==> src/rtl/butterfly_unit.sv <==
// Pipelined Kyber butterfly: Cooley-Tukey (Sel=0) or Gentleman-Sande (Sel=1)
// with one shared multiplier and Barrett reduction, fixed 5-cycle latency.
module butterfly_unit #(
    parameter int Q = 3329
) (
    input  logic        clk,
    input  logic        rst,
    input  logic [11:0] a,
    input  logic [11:0] b,
    input  logic [11:0] twf,
    input  logic        Sel,
    output logic [11:0] o_up,
    output logic [11:0] o_dn
);

    // Barrett constants: a 2*log2(Q) shift keeps the quotient error at most 1
    // for any 24-bit product, so one conditional subtract fully reduces.
    localparam int          K   = 2 * $clog2(Q);
    localparam int          M   = (1 << K) / Q;
    localparam logic [12:0] Q13 = 13'(Q);
    localparam logic [12:0] M13 = 13'(M);

    function automatic logic [11:0] mod_add(input logic [11:0] x, input logic [11:0] y);
        logic [12:0] s;
        s = {1'b0, x} + {1'b0, y};
        return (s >= Q13) ? 12'(s - Q13) : s[11:0];
    endfunction

    function automatic logic [11:0] mod_sub(input logic [11:0] x, input logic [11:0] y);
        logic [12:0] s;
        s = {1'b0, x} + Q13 - {1'b0, y};
        return (s >= Q13) ? 12'(s - Q13) : s[11:0];
    endfunction

    logic [11:0] a0_q, a0_d, b0_q, b0_d, w0_q, w0_d;
    logic        sel0_q, sel0_d;

    logic [11:0] a1_q, a1_d, sum1_q, sum1_d, mop1_q, mop1_d, w1_q, w1_d;
    logic        sel1_q, sel1_d;

    logic [23:0] prod2_q, prod2_d;
    logic [11:0] a2_q, a2_d, sum2_q, sum2_d;
    logic        sel2_q, sel2_d;

    logic [12:0] quot3_q, quot3_d;
    logic [23:0] prod3_q, prod3_d;
    logic [11:0] a3_q, a3_d, sum3_q, sum3_d;
    logic        sel3_q, sel3_d;

    logic [11:0] t4_q, t4_d, a4_q, a4_d, sum4_q, sum4_d;
    logic        sel4_q, sel4_d;

    logic [11:0] up_q, up_d, dn_q, dn_d;
    logic [12:0] rem;

    always_comb begin
        a0_d   = a;
        b0_d   = b;
        w0_d   = twf;
        sel0_d = Sel;

        // Mode mux sits in front of the shared multiplier.
        a1_d   = a0_q;
        w1_d   = w0_q;
        sel1_d = sel0_q;
        sum1_d = mod_add(a0_q, b0_q);
        mop1_d = sel0_q ? mod_sub(a0_q, b0_q) : b0_q;

        prod2_d = 24'(mop1_q) * 24'(w1_q);
        a2_d    = a1_q;
        sum2_d  = sum1_q;
        sel2_d  = sel1_q;

        quot3_d = 13'((37'(prod2_q) * 37'(M13)) >> K);
        prod3_d = prod2_q;
        a3_d    = a2_q;
        sum3_d  = sum2_q;
        sel3_d  = sel2_q;

        // The true remainder is below 2Q, so its low 13 bits are exact.
        rem    = 13'(26'(prod3_q) - 26'(quot3_q) * 26'(Q));
        t4_d   = (rem >= Q13) ? 12'(rem - Q13) : rem[11:0];
        a4_d   = a3_q;
        sum4_d = sum3_q;
        sel4_d = sel3_q;

        if (sel4_q) begin
            up_d = t4_q;
            dn_d = sum4_q;
        end else begin
            up_d = mod_add(a4_q, t4_q);
            dn_d = mod_sub(a4_q, t4_q);
        end
    end

    always_ff @(posedge clk) begin
        if (rst) begin
            a0_q    <= '0;
            b0_q    <= '0;
            w0_q    <= '0;
            sel0_q  <= 1'b0;
            a1_q    <= '0;
            sum1_q  <= '0;
            mop1_q  <= '0;
            w1_q    <= '0;
            sel1_q  <= 1'b0;
            prod2_q <= '0;
            a2_q    <= '0;
            sum2_q  <= '0;
            sel2_q  <= 1'b0;
            quot3_q <= '0;
            prod3_q <= '0;
            a3_q    <= '0;
            sum3_q  <= '0;
            sel3_q  <= 1'b0;
            t4_q    <= '0;
            a4_q    <= '0;
            sum4_q  <= '0;
            sel4_q  <= 1'b0;
            up_q    <= '0;
            dn_q    <= '0;
        end else begin
            a0_q    <= a0_d;
            b0_q    <= b0_d;
            w0_q    <= w0_d;
            sel0_q  <= sel0_d;
            a1_q    <= a1_d;
            sum1_q  <= sum1_d;
            mop1_q  <= mop1_d;
            w1_q    <= w1_d;
            sel1_q  <= sel1_d;
            prod2_q <= prod2_d;
            a2_q    <= a2_d;
            sum2_q  <= sum2_d;
            sel2_q  <= sel2_d;
            quot3_q <= quot3_d;
            prod3_q <= prod3_d;
            a3_q    <= a3_d;
            sum3_q  <= sum3_d;
            sel3_q  <= sel3_d;
            t4_q    <= t4_d;
            a4_q    <= a4_d;
            sum4_q  <= sum4_d;
            sel4_q  <= sel4_d;
            up_q    <= up_d;
            dn_q    <= dn_d;
        end
    end

    assign o_up = up_q;
    assign o_dn = dn_q;

endmodule

==> config.mk <==
export PLATFORM = sky130hd
export DESIGN_NAME = butterfly_unit
export DESIGN_NICKNAME = d
export VERILOG_FILES = /design/src/rtl/butterfly_unit.sv
export SDC_FILE = /design/constraint.sdc
export NUM_CORES = 1
export LEC_CHECK = 0
export ABC_AREA = 0
export ABC_CLOCK_PERIOD_IN_PS = 14600
export BUFFER_PORTS_ARGS = -buffer_cell sky130_fd_sc_hd__buf_2
export CORE_UTILIZATION = 55
export CTS_BUF_LIST = sky130_fd_sc_hd__clkbuf_8
export CTS_CLUSTER_DIAMETER = 40
export DETAILED_ROUTE_END_ITERATION = 16
export PLACE_DENSITY = 0.72
export SLEW_MARGIN = 15
export SYNTH_ARGS = -nofsm -noshare
export SYNTH_HDL_FRONTEND = slang
export SYNTH_SLANG_ARGS = --single-unit
==> constraint.sdc <==
create_clock -name clk -period 14.6 [get_ports clk]
set_input_delay 0 -clock clk [delete_from_list [all_inputs] [get_ports clk]]
set_output_delay 0 -clock clk [all_outputs]
set_load 0.01 [all_outputs]
# After elaboration in Yosys (flattened, before gate mapping)
# Index checks and enable logic that the tools add are counted.
[word_totals]
out_inout_bits = 24
n_memories = 0
elab_cells = 52
mem_bits_rw = 0
reg_bits = 247
input_bits = 39
romBits = 0
latch_bits = 0
[op_classes]
n_reduce_logical = 0
magnitude_cmp = 5
n_mux = 8
n_mul = 3
shift = 0
div_mod_pow = 0
n_eq_ne = 0
bitwise_logic = 0
add_sub_neg = 12
[op_table]
columns = ["op", "count"]
rows = [
  ["two-way mux 12 bit", 8],
  [">= comparator 13 x 12 -> 1 bit (second input constant)", 5],
  ["subtractor 12 bit (second input constant)", 5],
  ["multiplier 24 x 13 -> 37 bit (second input constant)", 1],
  ["adder 12 x 12 -> 13 bit", 2],
  ["adder 12 x 12 -> 13 bit (second input constant)", 2],
  ["subtractor 13 x 12 -> 13 bit", 2],
  ["multiplier 12 x 12 -> 24 bit", 1],
  ["multiplier 13 x 12 -> 13 bit (second input constant)", 1],
  ["subtractor 13 bit", 1],
]

# Depth between registers and ports, before layout
[logic_depth]
word_depth = 5
ltp_mapped = 22
ltp_nobuf = 21

# Worst setup path after synthesis
# No wires, ideal clock.
[synth_path]
kind = "register to register"
from = "reg prod2_q[16]"
to = "reg quot3_q[9]"
setup_time_ns = 0.128
n_path_buf = 0
required_time_ns = 14.472
t_arrival_ns = 5.241
synth_period_minus_slack_ns = 5.369
path_slack_ns = 9.231
stages_incl_launch_ff = 19
cell_sequence = "dfxtp_1 > fa_1 > fa_1 > fa_1 > fa_1 > inv_1 > fa_1 > inv_1 > ha_1 > a211oi_1 > nand2_1 > a311oi_2 > a211oi_1 > o311ai_1 > a21boi_1 > or2_2 > a21oi_1 > xor2_1 > nor2_1"
[synth_via]
elab_chain_len = 1
[synth_rtl]
columns = ["item", "line", "rtl"]
rows = [
  ["start, declared", "41", "logic [23:0] prod2_q, prod2_d;"],
  ["start signal, assigned", "132", "prod2_q <= prod2_d;"],
  ["multiplier 24 x 13 -> 37 bit", "74", "quot3_d = 13'((37'(prod2_q) * 37'(M13)) >> K);"],
  ["end signal, assigned", "136", "quot3_q <= quot3_d;"],
  ["end, declared", "45", "logic [12:0] quot3_q, quot3_d;"],
]
# No other way between the ends.
# A chain may end at the register's enable or synchronous reset.

# Final worst setup path
[layout_path]
from = "reg prod2_q[15]"
to = "reg quot3_q[11]"
# The elaborated chain is that of the path after synthesis.

==> results.json <==
{
  "status": "completed",
  "critPathMaxFanout": 6,
  "power.density_mw_per_mm2": 135,
  "cts_root_buf": "clkbuf_8",
  "path_cells": "fa_1, fa_1, fa_1, fa_1, inv_1, fa_1, inv_1, ha_1, a211oi_1, nand2_1, a311oi_2, a211oi_1, o311ai_1, a21boi_1, o41ai_2, nor2b_1, o21ai_0, nor3b_1",
  "maxCapViolations": 0,
  "htree_levels": 2,
  "finalWorstSetupSlack_ns": 8.75,
  "die-area_sq_mm": 0.0402,
  "synth_top_area_cell": "dfxtp_1",
  "nNetsFinal": 2946,
  "grt_usage_pct": 22.9,
  "end_kind": "flop",
  "period_minus_slack_ns": 5.85,
  "finalPower_uw": 3190,
  "worst_hold_path_type": "in2reg",
  "vias": 15300,
  "antenna_cells": 0,
  "post-route-drc-count": 0,
  "synthFlopType": "dfxtp_1",
  "drtIter0Drc": 667,
  "rsz0062_at_grt": "no",
  "synth_top_area_share_pct": 22.8,
  "slowest_stage": "dfxtp_1",
  "synth.avg_cell_area_sq_um": 9.46,
  "ios": 63,
  "setup_violations": 0,
  "criticalPathCategory": "reg2reg",
  "path_buf_inv": 2,
  "globalRouteOverflowTotal": 0,
  "synth_cell_type_count": 87,
  "regMostFlops": "prod2_q",
  "p_leak_uw": 0.0118,
  "fin_hold_ws_ns": 0.0449,
  "start_util_pct": 55.9,
  "port_buffers": 62,
  "yosysSeqAreaShare_pct": 22.8,
  "power_frac_seq_pct": 25.7,
  "largest_register_ffs": 24,
  "die_w_um": 200,
  "ys_warn_count": 0,
  "sw_frac_of_total_pct": 43.3,
  "die_h_um": 200,
  "preCtsSetupSlack_ns": 8.69,
  "drive_gt1_share_pct": 7.25,
  "clock_path_buffers": 3,
  "vias_per_cell": 5.24,
  "fin_skew_ns": 0.0432,
  "slew_headroom_pct": 33.3,
  "cp.arrival_ns": 6.39,
  "cp_slowest_stage_delay_ns": 0.58,
  "grt_pass1_wl_um": 75800,
  "clk_pin_slew_ns": 0.06,
  "reg.largest.list": "prod2_q: 24 flops, prod3_q: 13 flops, quot3_q: 13 flops",
  "core_region_area_sq_mm": 0.0387,
  "hpwl_um": 35500,
  "synth.ff_latch_count": 247,
  "async_reset_ff_share_pct": 0,
  "finalMaxSlewViolations": 0,
  "p_clk_share_pct": 18.9,
  "ir_drop_mv": 0.138,
  "clk_latency_ns": 0.62,
  "area_delta_synth_final_pct": 8.91,
  "period_share_pct": 40.1,
  "critPathRequiredTime_ns": 15.13,
  "fmax_mhz": 171,
  "fin_tns_setup_ns": 0,
  "num_rows": 72,
  "dr.pass1.iters": 6,
  "cts_buffers": 44,
  "cts_tree": "yes",
  "syn_nets": 2863,
  "p_int_uw": 1810,
  "netSwitchingPower_uw": 1380,
  "first_global_vias": 15800,
  "crit_family": "adder cells",
  "synth_area_sq_mm": 0.0217,
  "synth.area.top_cells": "dfxtp_1 23%, fa_1 22%, ha_1 17%, inv_1 6.5%, nor2b_1 4.5%",
  "comb_power_share_pct": 55.4,
  "routedWlPerCell_um": 15.2,
  "grt_max_degree": 127,
  "antenna_left": 0,
  "synth_edf_count": 0,
  "routed_wl_um": 44400,
  "gp_routability_congestion": 0.918,
  "numClockSinks": 247,
  "tightest_slew_ns": 1.00,
  "cp_common_cell": "fa_1",
  "hold_viol_final": 0,
  "netlist_instances": 2289,
  "start_kind": "flop",
  "antenna_found_initial": 0
}
-- path summary, 6_finish.rpt --
path                               endpoint  slack (ns)  cells past startpoint         from
worst max-delay path            quot3_q[11]        8.75                     18  prod2_q[15]
worst min-delay path                a3_q[9]        0.04                      2          rst
worst max register to register  quot3_q[11]        8.75                     18  prod2_q[15]
worst min register to register      a3_q[3]        0.41                      1      a2_q[3]
-- power by group through the flow --
stage	Sequential (uW)	Combinational [uW]	Clock, uW
final	821	1770	604
after global routing	831	2010	657
after CTS	822	1780	626
after detailed placement	837	1760	0
after global placement	835	1720	0
after floorplan	812	1400	0
-- logic make-up (layout without fill, tap and decap cells) --
group           count (synthesis)  after routing  synth area share, %
buf+inv                       438            549                 7.67
compound gates                296            296                 9.83
flops                         247            247                 22.8
simple gates                  663            663                 15.9
fa+ha+maj                     535            535                 39.1
xor+xnor                      100            100                 4.11
mux                            10             10                0.491
-- Yosys cell counts (all sizes together), types with 5 or more instances --
| cell | count |
|---|---|
| a211o | 11 |
| a211oi | 24 |
| a21boi | 6 |
| a21o | 21 |
| a21oi | 67 |
| a311oi | 8 |
| a31oi | 7 |
| and2 | 61 |
| and3 | 7 |
| buf | 6 |
| clkbuf | 58 |
| dfxtp | 247 |
| fa | 237 |
| ha | 298 |
| inv | 373 |
| mux2 | 5 |
| mux2i | 5 |
| nand2 | 141 |
| nand2b | 24 |
| nand3 | 30 |
| nand3b | 8 |
| nand4 | 11 |
| nor2 | 136 |
| nor2b | 156 |
| nor3 | 37 |
| nor3b | 7 |
| nor4 | 8 |
| o211ai | 12 |
| o21a | 14 |
| o21ai | 57 |
| o21bai | 10 |
| o221ai | 5 |
| o311ai | 14 |
| o31ai | 7 |
| or2 | 9 |
| or3 | 16 |
| or4 | 6 |
| xnor2 | 72 |
| xor2 | 28 |
-- metrics by stage --
step	utilization [%]	instances	instance area [sq um]
after floorplan	-	2289	21700
after detailed placement	57.8	2807	22400
after global routing	60.9	2918	23600
after global placement	57.8	2807	22400
final	60.9	2918	23600
after CTS	60.9	2918	23600
-- cell type report --
class                   instances  area [sq um]
clock inverters                25           159
well taps                     518           648
clock buffers                  49           674
inverters                     374          1400
repair buffers                101           704
fillers                      3341         15200
flip-flops and latches        247          4940
multi-input cells            1604         15100
-- timing repair --
item                      CTS  global route
hold buffers               37             0
resized for setup           0             0
hold endpoints to repair   37             0
setup buffers               0             0
-- layer usage --
| metal | track usage (%) | routed length, um | vias to the layer above | part of all wire [%] |
|---|---|---|---|---|
| li1 | - | - | 7584 | - |
| met1 | 30.2 | 20500 | 7283 | 46 |
| met2 | 38.7 | 20900 | 319 | 47 |
| met3 | 3.36 | 1800 | 94 | 4.1 |
| met4 | 7.44 | 1200 | 0 | 2.7 |
| met5 | 0 | 0 | - | 0 |
-- cells in the final DEF, fill, tap and decap left out, types with 8 or more instances in the layout --
master           n
o21bai_1         9
nor2_1         135
o21ai_1          9
dlygate4sd3_1   37
nand4_1         11
or3_1           16
clkbuf_8        50
nand2b_1        22
nand2_1        141
and2_1          61
nand3_1         29
xor2_1          28
nand3b_1         8
buf_2           61
a211o_1         11
a21o_1          21
o211ai_1        10
a21oi_1         61
nor3_1          36
nor2b_1        156
o21ai_0         48
dfxtp_1        247
o21a_1          14
a211oi_1        23
inv_1          382
o311ai_0         9
xnor2_1         70
ha_1           298
fa_1           237
or2_2            8
Note: power is estimated with default switching activity, not from simulation.
